===== src/rtl/ifu_line_cache_pkg.sv =====
// ifu_line_cache_pkg: shared widths, line geometry and FSM encoding for the fetch line cache
package ifu_line_cache_pkg;
  localparam int PCBUS = 64;
  localparam int LINE_BYTES = 16;
  localparam int LINE_OFF_W = $clog2(LINE_BYTES);
  localparam logic [31:0] ZEROWORD = 32'h0;
  typedef enum logic [2:0] {
    S_IDLE  = 3'd0,
    S_REQ   = 3'd1,
    S_BEAT0 = 3'd2,
    S_BEAT1 = 3'd3,
    S_FILL  = 3'd4
  } state_t;
endpackage


===== src/rtl/ifu_line_align.sv =====
// ifu_line_align: shifts a 128-bit line so slot 0 is the word at off, zero-filling past line end
module ifu_line_align
  import ifu_line_cache_pkg::*;
(
  input  logic [127:0] line,
  input  logic [1:0]   off,
  output logic [127:0] inst,
  output logic [2:0]   cnt
);
  for (genvar k = 0; k < 4; k++) begin : g_slot
    logic [2:0] w;
    assign w = {1'b0, off} + 3'(k);
    assign inst[32*k +: 32] = w[2] ? ZEROWORD : line[32*w[1:0] +: 32];
  end
  assign cnt = 3'd4 - {1'b0, off};
endmodule


===== src/rtl/ifu_line_cache.sv =====
// ifu_line_cache: direct-mapped 16-byte-line instruction cache, two-beat refill.
// ICACHE_FENCEI_EN adds flush_i to invalidate all lines.
module ifu_line_cache
  import ifu_line_cache_pkg::*;
#(
  parameter int LINES  = 16,
  parameter int ADDR_W = PCBUS
) (
  input  logic              clk,
  input  logic              rst,
`ifdef ICACHE_FENCEI_EN
  input  logic              flush_i,
`endif
  input  logic              pc_valid_i,
  input  logic [ADDR_W-1:0] pc_i,
  output logic [127:0]      inst_o,
  output logic [2:0]        inst_cnt_o,
  output logic              cache_un_ready_o,
  output logic              mem_req_o,
  output logic [ADDR_W-1:0] mem_addr_o,
  input  logic              mem_gnt_i,
  input  logic              mem_rvalid_i,
  input  logic [63:0]       mem_rdata_i
);
  localparam int IDX_W = $clog2(LINES);
  localparam int LA_W  = ADDR_W - LINE_OFF_W;
  localparam int TAG_W = LA_W - IDX_W;
  logic [127:0]     data_q [LINES];
  logic [TAG_W-1:0] tag_q  [LINES];
  logic [LINES-1:0] valid_q;
  state_t           state_q;
  logic [LA_W-1:0]  line_q;
  logic [63:0]      beat0_q, beat1_q;
  logic [IDX_W-1:0] idx, fill_idx;
  logic [TAG_W-1:0] tag, fill_tag;
  logic [127:0]     aligned;
  logic [2:0]       cnt;
  logic             idle, fill, hit, miss, flush_idle, flush_fill, unused_pc;
  assign idx       = pc_i[IDX_W+LINE_OFF_W-1:LINE_OFF_W];
  assign tag       = pc_i[ADDR_W-1:IDX_W+LINE_OFF_W];
  assign fill_idx  = line_q[IDX_W-1:0];
  assign fill_tag  = line_q[LA_W-1:IDX_W];
  assign unused_pc = ^pc_i[1:0];
  assign idle      = state_q == S_IDLE;
  assign fill      = state_q == S_FILL;
`ifdef ICACHE_FENCEI_EN
  logic flush_pend_q;
  assign flush_idle = flush_i & idle;
  assign flush_fill = flush_pend_q | flush_i;
  always_ff @(posedge clk)
    flush_pend_q <= (rst | fill) ? 1'b0 : flush_pend_q | (flush_i & ~idle);
`else
  assign flush_idle = 1'b0;
  assign flush_fill = 1'b0;
`endif
  assign hit  = pc_valid_i & idle & ~flush_idle & valid_q[idx] & (tag_q[idx] == tag);
  assign miss = pc_valid_i & idle & ~flush_idle & ~hit;
  ifu_line_align u_align (
    .line(data_q[idx]),
    .off (pc_i[3:2]),
    .inst(aligned),
    .cnt (cnt)
  );
  // Array contents are never reset; hit gating keeps X off the outputs.
  assign inst_o           = hit ? aligned : '0;
  assign inst_cnt_o       = hit ? cnt : 3'd0;
  assign cache_un_ready_o = ~idle | flush_idle | miss;
  assign mem_addr_o       = {line_q, {LINE_OFF_W{1'b0}}};
  always_ff @(posedge clk) begin
    if (rst) begin
      state_q   <= S_IDLE;
      mem_req_o <= 1'b0;
    end else begin
      case (state_q)
        S_IDLE: if (miss) begin
          line_q    <= pc_i[ADDR_W-1:LINE_OFF_W];
          mem_req_o <= 1'b1;
          state_q   <= S_REQ;
        end
        S_REQ: if (mem_gnt_i) begin
          mem_req_o <= 1'b0;
          state_q   <= S_BEAT0;
        end
        S_BEAT0: if (mem_rvalid_i) begin
          beat0_q <= mem_rdata_i;
          state_q <= S_BEAT1;
        end
        S_BEAT1: if (mem_rvalid_i) begin
          beat1_q <= mem_rdata_i;
          state_q <= S_FILL;
        end
        default: state_q <= S_IDLE;
      endcase
    end
  end
  always_ff @(posedge clk)
    if (fill) begin
      data_q[fill_idx] <= {beat1_q, beat0_q};
      tag_q[fill_idx]  <= fill_tag;
    end
  // A flush seen during refill also kills the line just written.
  always_ff @(posedge clk)
    if (rst | flush_idle | (fill & flush_fill)) valid_q <= '0;
    else if (fill) valid_q[fill_idx] <= 1'b1;
endmodule


===== config.mk =====
export PLATFORM = sky130hd
export DESIGN_NAME = ifu_line_cache
export DESIGN_NICKNAME = d
export VERILOG_FILES = /design/src/rtl/ifu_line_cache_pkg.sv /design/src/rtl/ifu_line_align.sv /design/src/rtl/ifu_line_cache.sv
export SDC_FILE = /design/constraint.sdc
export NUM_CORES = 2
export LEC_CHECK = 0
export ABC_AREA = 1
export ABC_CLOCK_PERIOD_IN_PS = 9200
export CAP_MARGIN = 20
export CORE_MARGIN = 2
export CORE_UTILIZATION = 40
export CTS_CLUSTER_DIAMETER = 60
export DETAILED_ROUTE_END_ITERATION = 8
export PLACE_DENSITY = 0.6
export SLEW_MARGIN = 30
export SYNTH_ARGS = -nofsm -noshare
export SYNTH_HDL_FRONTEND = slang
export SYNTH_SLANG_ARGS = --single-unit

===== constraint.sdc =====
create_clock -name clk -period 9.2 [get_ports clk]
set_input_delay 1.38 -clock clk [delete_from_list [all_inputs] [get_ports clk]]
set_output_delay 1.38 -clock clk [all_outputs]
set_load 0.03 [all_outputs]

Word level (Yosys, flattened, before mapping)
Memory sizes are Yosys's and may differ from the RTL's.
Cells that the tools add are included.
W data, S select, Z words.

word-level totals
  register bits = 208
  latch bits = 0
  RAM bits = 2944
  bits in read-only memories = 0
  input port bits = 133
  output and inout bits = 197
  logic and storage cells = 64
  memories = 2

cells by class
  $add $sub $neg = 4
  multipliers = 0
  divide/modulo/power cells = 0
  magnitude comparators = 3
  eq/ne operators = 9
  shift operators = 4
  multiplexer cells = 19
  bitwise operators = 9
  reduce and logical (&&, ||, !) cells = 8

memory list
  memory  words  width  read ports  clocked after Yosys merged registers in  wr ports  RTL line              text
  data_q  16     128    1           0                                        1         ifu_line_cache.sv:28  logic [127:0] data_q [LINES];
  tag_q   16     56     1           0                                        1         ifu_line_cache.sv:29  logic [TAG_W-1:0] tag_q [LINES];

operators by type and width
  kind                   number
  $shiftx A128 B8 Y32    4
  $mux W128              1
  $mux W32               3
  $eq A56 B56 Y1         1
  $or A16 B16 Y16        1
  $mux W3                5
  $pmux W3 S4            1
  $reduce_and A3 Y1      4
  $lt A4 B5 Y1 const B   2
  $add A2 B2 Y3 const B  2
  $eq A3 B2 Y1 const B   2
  $mux W1                6
  $ne A2 B2 Y1 const B   3
  $and A1 B1 Y1          4
  $bmux W1 S4            1
  $demux W1 S4           1
  $ge A4 B1 Y1 const B   1
  $reduce_and A4 Y1      1
  $add A2 B1 Y3 const B  1
  $eq A3 B1 Y1 const B   1
  $eq A3 B3 Y1 const B   1
  $logic_not A3 Y1       1
  $not A1 Y1             3
  $sub A3 B2 Y3 const A  1
  5 further kinds        5

Logic depth before layout (Yosys ltp)
  depth in word-level cells = 8
  depth in mapped cells = 22
  depth with buffers taken out = 20

Cells and area by module
From an unflattened synthesis, not the netlist that was laid out.

unflattened totals
  cell total of the unflattened synthesis = 10426
  area total of the unflattened synthesis = 128454.4 um^2

by module, submodules not included
  module          instances  cells an instance  area each (um^2)  seq. area each (um^2)
  ifu_line_cache  1          9624               125080.0          94450.6
  ifu_line_align  1          802                3374.5            0.0

Worst setup path after synthesis
Ideal clock, no wire load.

  path kind = flip-flop to flip-flop
  from = register state_q[2]
  to = memory data_q[13][0], enable pin
  library setup time = 732 ps
  arrival time = 8562 ps
  data required time = 8468 ps
  setup slack = -95 ps
  stages on the path, launching flop included = 7
  buffers on the path = 0
  clock period less this slack = 9295 ps
  cells stage by stage = dfxtp_1 > inv_1 > nor3_1 > nand2_1 > nor2_1 > inv_1 > nor2_1

on the way
  cells in the longest elaborated chain, start to end = 3

ends and longest elaborated chain
  what                           RTL line              text
  start, declared                ifu_line_cache.sv:31  state_t state_q;
  start signal, assigned         ifu_line_cache.sv:71  state_q <= S_IDLE;
  start signal, assigned         ifu_line_cache.sv:78  state_q <= S_REQ;
  start signal, assigned         ifu_line_cache.sv:82  state_q <= S_BEAT0;
  $eq A3 B3 Y1                   ifu_line_cache.sv:45  assign fill = state_q == S_FILL;
  $mux W1                        ifu_line_cache.sv:97  if (fill) begin
  $mux W1 (not written as such)  ifu_line_cache.sv:98  data_q[fill_idx] <= {beat1_q, beat0_q};
  end, declared                  ifu_line_cache.sv:28

Every way passes these cells.

Worst setup path in the final report
  from = input port pc_i[4]
  to = output port inst_o[8]

on the way
  cells in the longest elaborated chain, start to end = 5
  elaborated cells between the ends (all ways) = 9
  classes of those cells = eq/ne: 1; shift: 1; mux: 3; bitwise: 2; memory: 2

ends and longest elaborated chain
  what                                                                      RTL line              text
  start, declared                                                           ifu_line_cache.sv:15  input logic [ADDR_W-1:0] pc_i,
  parallel branches: the longest is 4 deep, another holds $mem_v2 Z16 W128  -
  $mux W128 *                                                               ifu_line_cache.sv:65  assign inst_o = hit ? aligned : '0;
  end, declared                                                             ifu_line_cache.sv:16  output logic [127:0] inst_o,

Every way passes the cells marked *. The select of a mux whose other input is x is not followed.

==> metrics <==
Yosys Warn Count 0; Final Power 30.6 mW; top layer in use met5; H-tree depth 5; RSZ-0062 raised after global routing false; Setup Buffers After CTS 0; Initial Utilization 0.401; Synth top area share 0.745; slowest cell delay on critical path approximately 650 ps; fraction of registers with async set/reset 0; initial antenna violation count 28; critical path class in2out; drt via density 5.74; CP Capture Type output pin; Final min period 7790 ps; largest net degree at the start of global routing 236; CTS tree built; clock skew 47.8 ps; final worst-path cycle share 0.847; HP Class reg2reg; I/O pins 330; first-pass GRT wire length roughly 540000 um; Synth Area per Inst approximately 13 um^2; layout cell share with drive strength beyond 1 0.0737; hold bufs inserted after CTS 0; Arr. time, crit path 6410 ps; Post-Layout Cell Count 14600; met3 wire len 35500 um; Final Routed Wirelength 382000 um; CTS Sinks 3152; fin. max-slew vios 0; max_cap viols 0; dpl cells 14000; Buffers & Inverters on Critical Path 6; status complete, no violations; DR pass1 iterations 8; number of synthesized flops with an enable pin 3132; vias 83600; # port buffers ~320; highest clock rate roughly 130 MHz; sequential area share after synthesis 0.748; clk buf depth 4; hpwl dp 196000 um; clock slew at reported path FFs 60 ps; setup TNS 0 ps; core area 314000 um^2; Synth area leader edfxtp_1; most common cell after layout, fill and taps aside edfxtp_1; clock buffers created by TritonCTS 325; maximum vdd ir drop 0.165 mV; cell count after synthesis between 10000 and 15000; antenna-violating nets left 0; synth top area cells edfxtp_1 75%, o21ai_0 5.4%, nand2_1 4.8%; Fillers 27500; most frequent cells in the layout 3132 x edfxtp_1, 1599 x nand2_1, 1385 x nor2_1, 1369 x o21ai_0, 755 x nand3_1; worst-skew pair later-pin latency 900 ps; Pwr per Cell Area 211 nW/um^2; WL met2 178000 um; worst-path fanout max 79; Post-Syn Area between 100000 and 150000 um^2; Initial DRC Count 10500; family with the most delay on the worst path simple AND/OR/NAND/NOR gates; CP Launch Type primary input; slew margin rel. 0.207; Area Overhead vs Synth 14.6%; net count reported at finish 10300; Cell Chain, Critical Path buf_8 -> inv_8 -> buf_16 -> buf_4 -> nand2_1 -> nand3_1 -> nand3_1 -> nand2_1 -> nand2_1 -> nand3_1 -> nand2_1 -> nor3_1 -> nand3_1 -> nor2_2 -> nand2_2 -> buf_4 -> nor2_1 -> buf_12; worst-margin pin slew 1190 ps; Synth cell types 37; Worst path slowest cell nand2_2; Fin. Hold Viols 0; #FFs+latches synth ~3200; grt total ovfl 0; die span in y about 570 um; Final setup viols 0; Routed wire per std cell 26.2 um; CTS Root Cell clkbuf_16; gr usage total 0.232; Die ar. 320000 um^2; Die X ~570 um; cts repair resizes 0; Worst EP required 7820 ps; Leak Pwr 48.6 nW; Post-synth top flop edfxtp_1; Final Wtd Congestion 0.855; row cnt between 200 and 250; wire length on met1 about 150000 um; DRC violations left 0; vias in the first global route 79000
-- area by class of cell --
type	instances	area [um^2]	share of cell area
Timing Repair Buffer	482	6120	0.0423
Antenna cell	11	27.5	0.000190
Clock buffer	389	8440	0.0583
Clock inverter	174	1540	0.0106
Inverter	321	1240	0.00857
Tap cell	4160	5200	0.0360
Multi-Input combinational cell	5878	27600	0.191
Sequential cell	3152	94500	0.653
-- Yosys cell counts, types with 2 or more instances --
| library cell | count |
|---|---|
| inv_2 | 3 |
| o21ai_0 | 1373 |
| buf_1 | 53 |
| ha_1 | 3 |
| buf_4 | 40 |
| inv_1 | 317 |
| nor2_1 | 1402 |
| a21oi_1 | 22 |
| nand2_1 | 1599 |
| nor4_1 | 4 |
| or2_2 | 10 |
| clkbuf_1 | 367 |
| o21ai_1 | 7 |
| a32o_1 | 3 |
| o211ai_1 | 77 |
| o221ai_1 | 269 |
| nand3b_1 | 12 |
| o22a_1 | 39 |
| buf_6 | 15 |
| nand4_1 | 18 |
| o22ai_1 | 248 |
| buf_2 | 208 |
| edfxtp_1 | 3132 |
| a31oi_1 | 17 |
| dfxtp_1 | 20 |
| nand3_2 | 2 |
| nor3_1 | 8 |
| nand3_1 | 755 |
-- through the flow --
stage | util | hold WS (ps) | area [um^2] | setup WS (ps)
3_3_place_gp | 0.427 | 444 | 134000 | 1410
4_1_cts | 0.459 | 461 | 144000 | 1310
2_1_floorplan | - | 435 | 126000 | -89.1
5_1_grt | 0.460 | 477 | 145000 | 1100
3_5_place_dp | 0.428 | 449 | 135000 | 1330
6_report | 0.460 | 457 | 145000 | 1410
-- state kept, by name, summed over array words and instances (netlist names) --
register	count
data_q	2048
tag_q	896
beat0_q	64
beat1_q	64
line_q	60
valid_q	16
state_q	3
mem_req_o	1
-- where the power goes --
group          total [mW]  internal [mW]  switching [mW]
Sequential           16.1           15.9           0.211
Clock                12.6           7.16            5.42
Combinational        1.92          0.519            1.40
-- layer usage --
layer	global-route usage	vias up
li1	-	36700
met1	0.318	41900
met2	0.371	4235
met3	0.0389	703
met4	0.0881	6
met5	0	-
-- tightest hold or removal path, stage by stage, from the launching register on --
cell	delay, ps
dfxtp_1	310
inv_1	50
a21oi_1	50
-- logic make-up (layout without fill, tap and decap cells) --
family,after synthesis,in the layout,share of synthesized area
fa+ha+maj,3,3,0.000297
flops,3152,3152,0.748
buf+inv,1005,1366,0.0341
simple gates,3816,3816,0.122
compound gates,2055,2055,0.0949
other cells,1,15,0.0000297
-- path summary, 6_finish.rpt --
| path | from | endpoint | slack [ps] | cells after the start |
|---|---|---|---|---|
| min | mem_req_o$_SDFFE_PP0P_ | mem_req_o$_SDFFE_PP0P_ | 460 | 2 |
| max reg2reg | state_q[2]$_SDFFE_PP0P_ | tag_q[1][55]$_DFFE_PP_ | 5120 | 7 |
| min reg2reg | mem_req_o$_SDFFE_PP0P_ | mem_req_o$_SDFFE_PP0P_ | 460 | 2 |
| max | pc_i[4] | inst_o[8] | 1410 | 18 |
(Power assumes the default switching activity.)
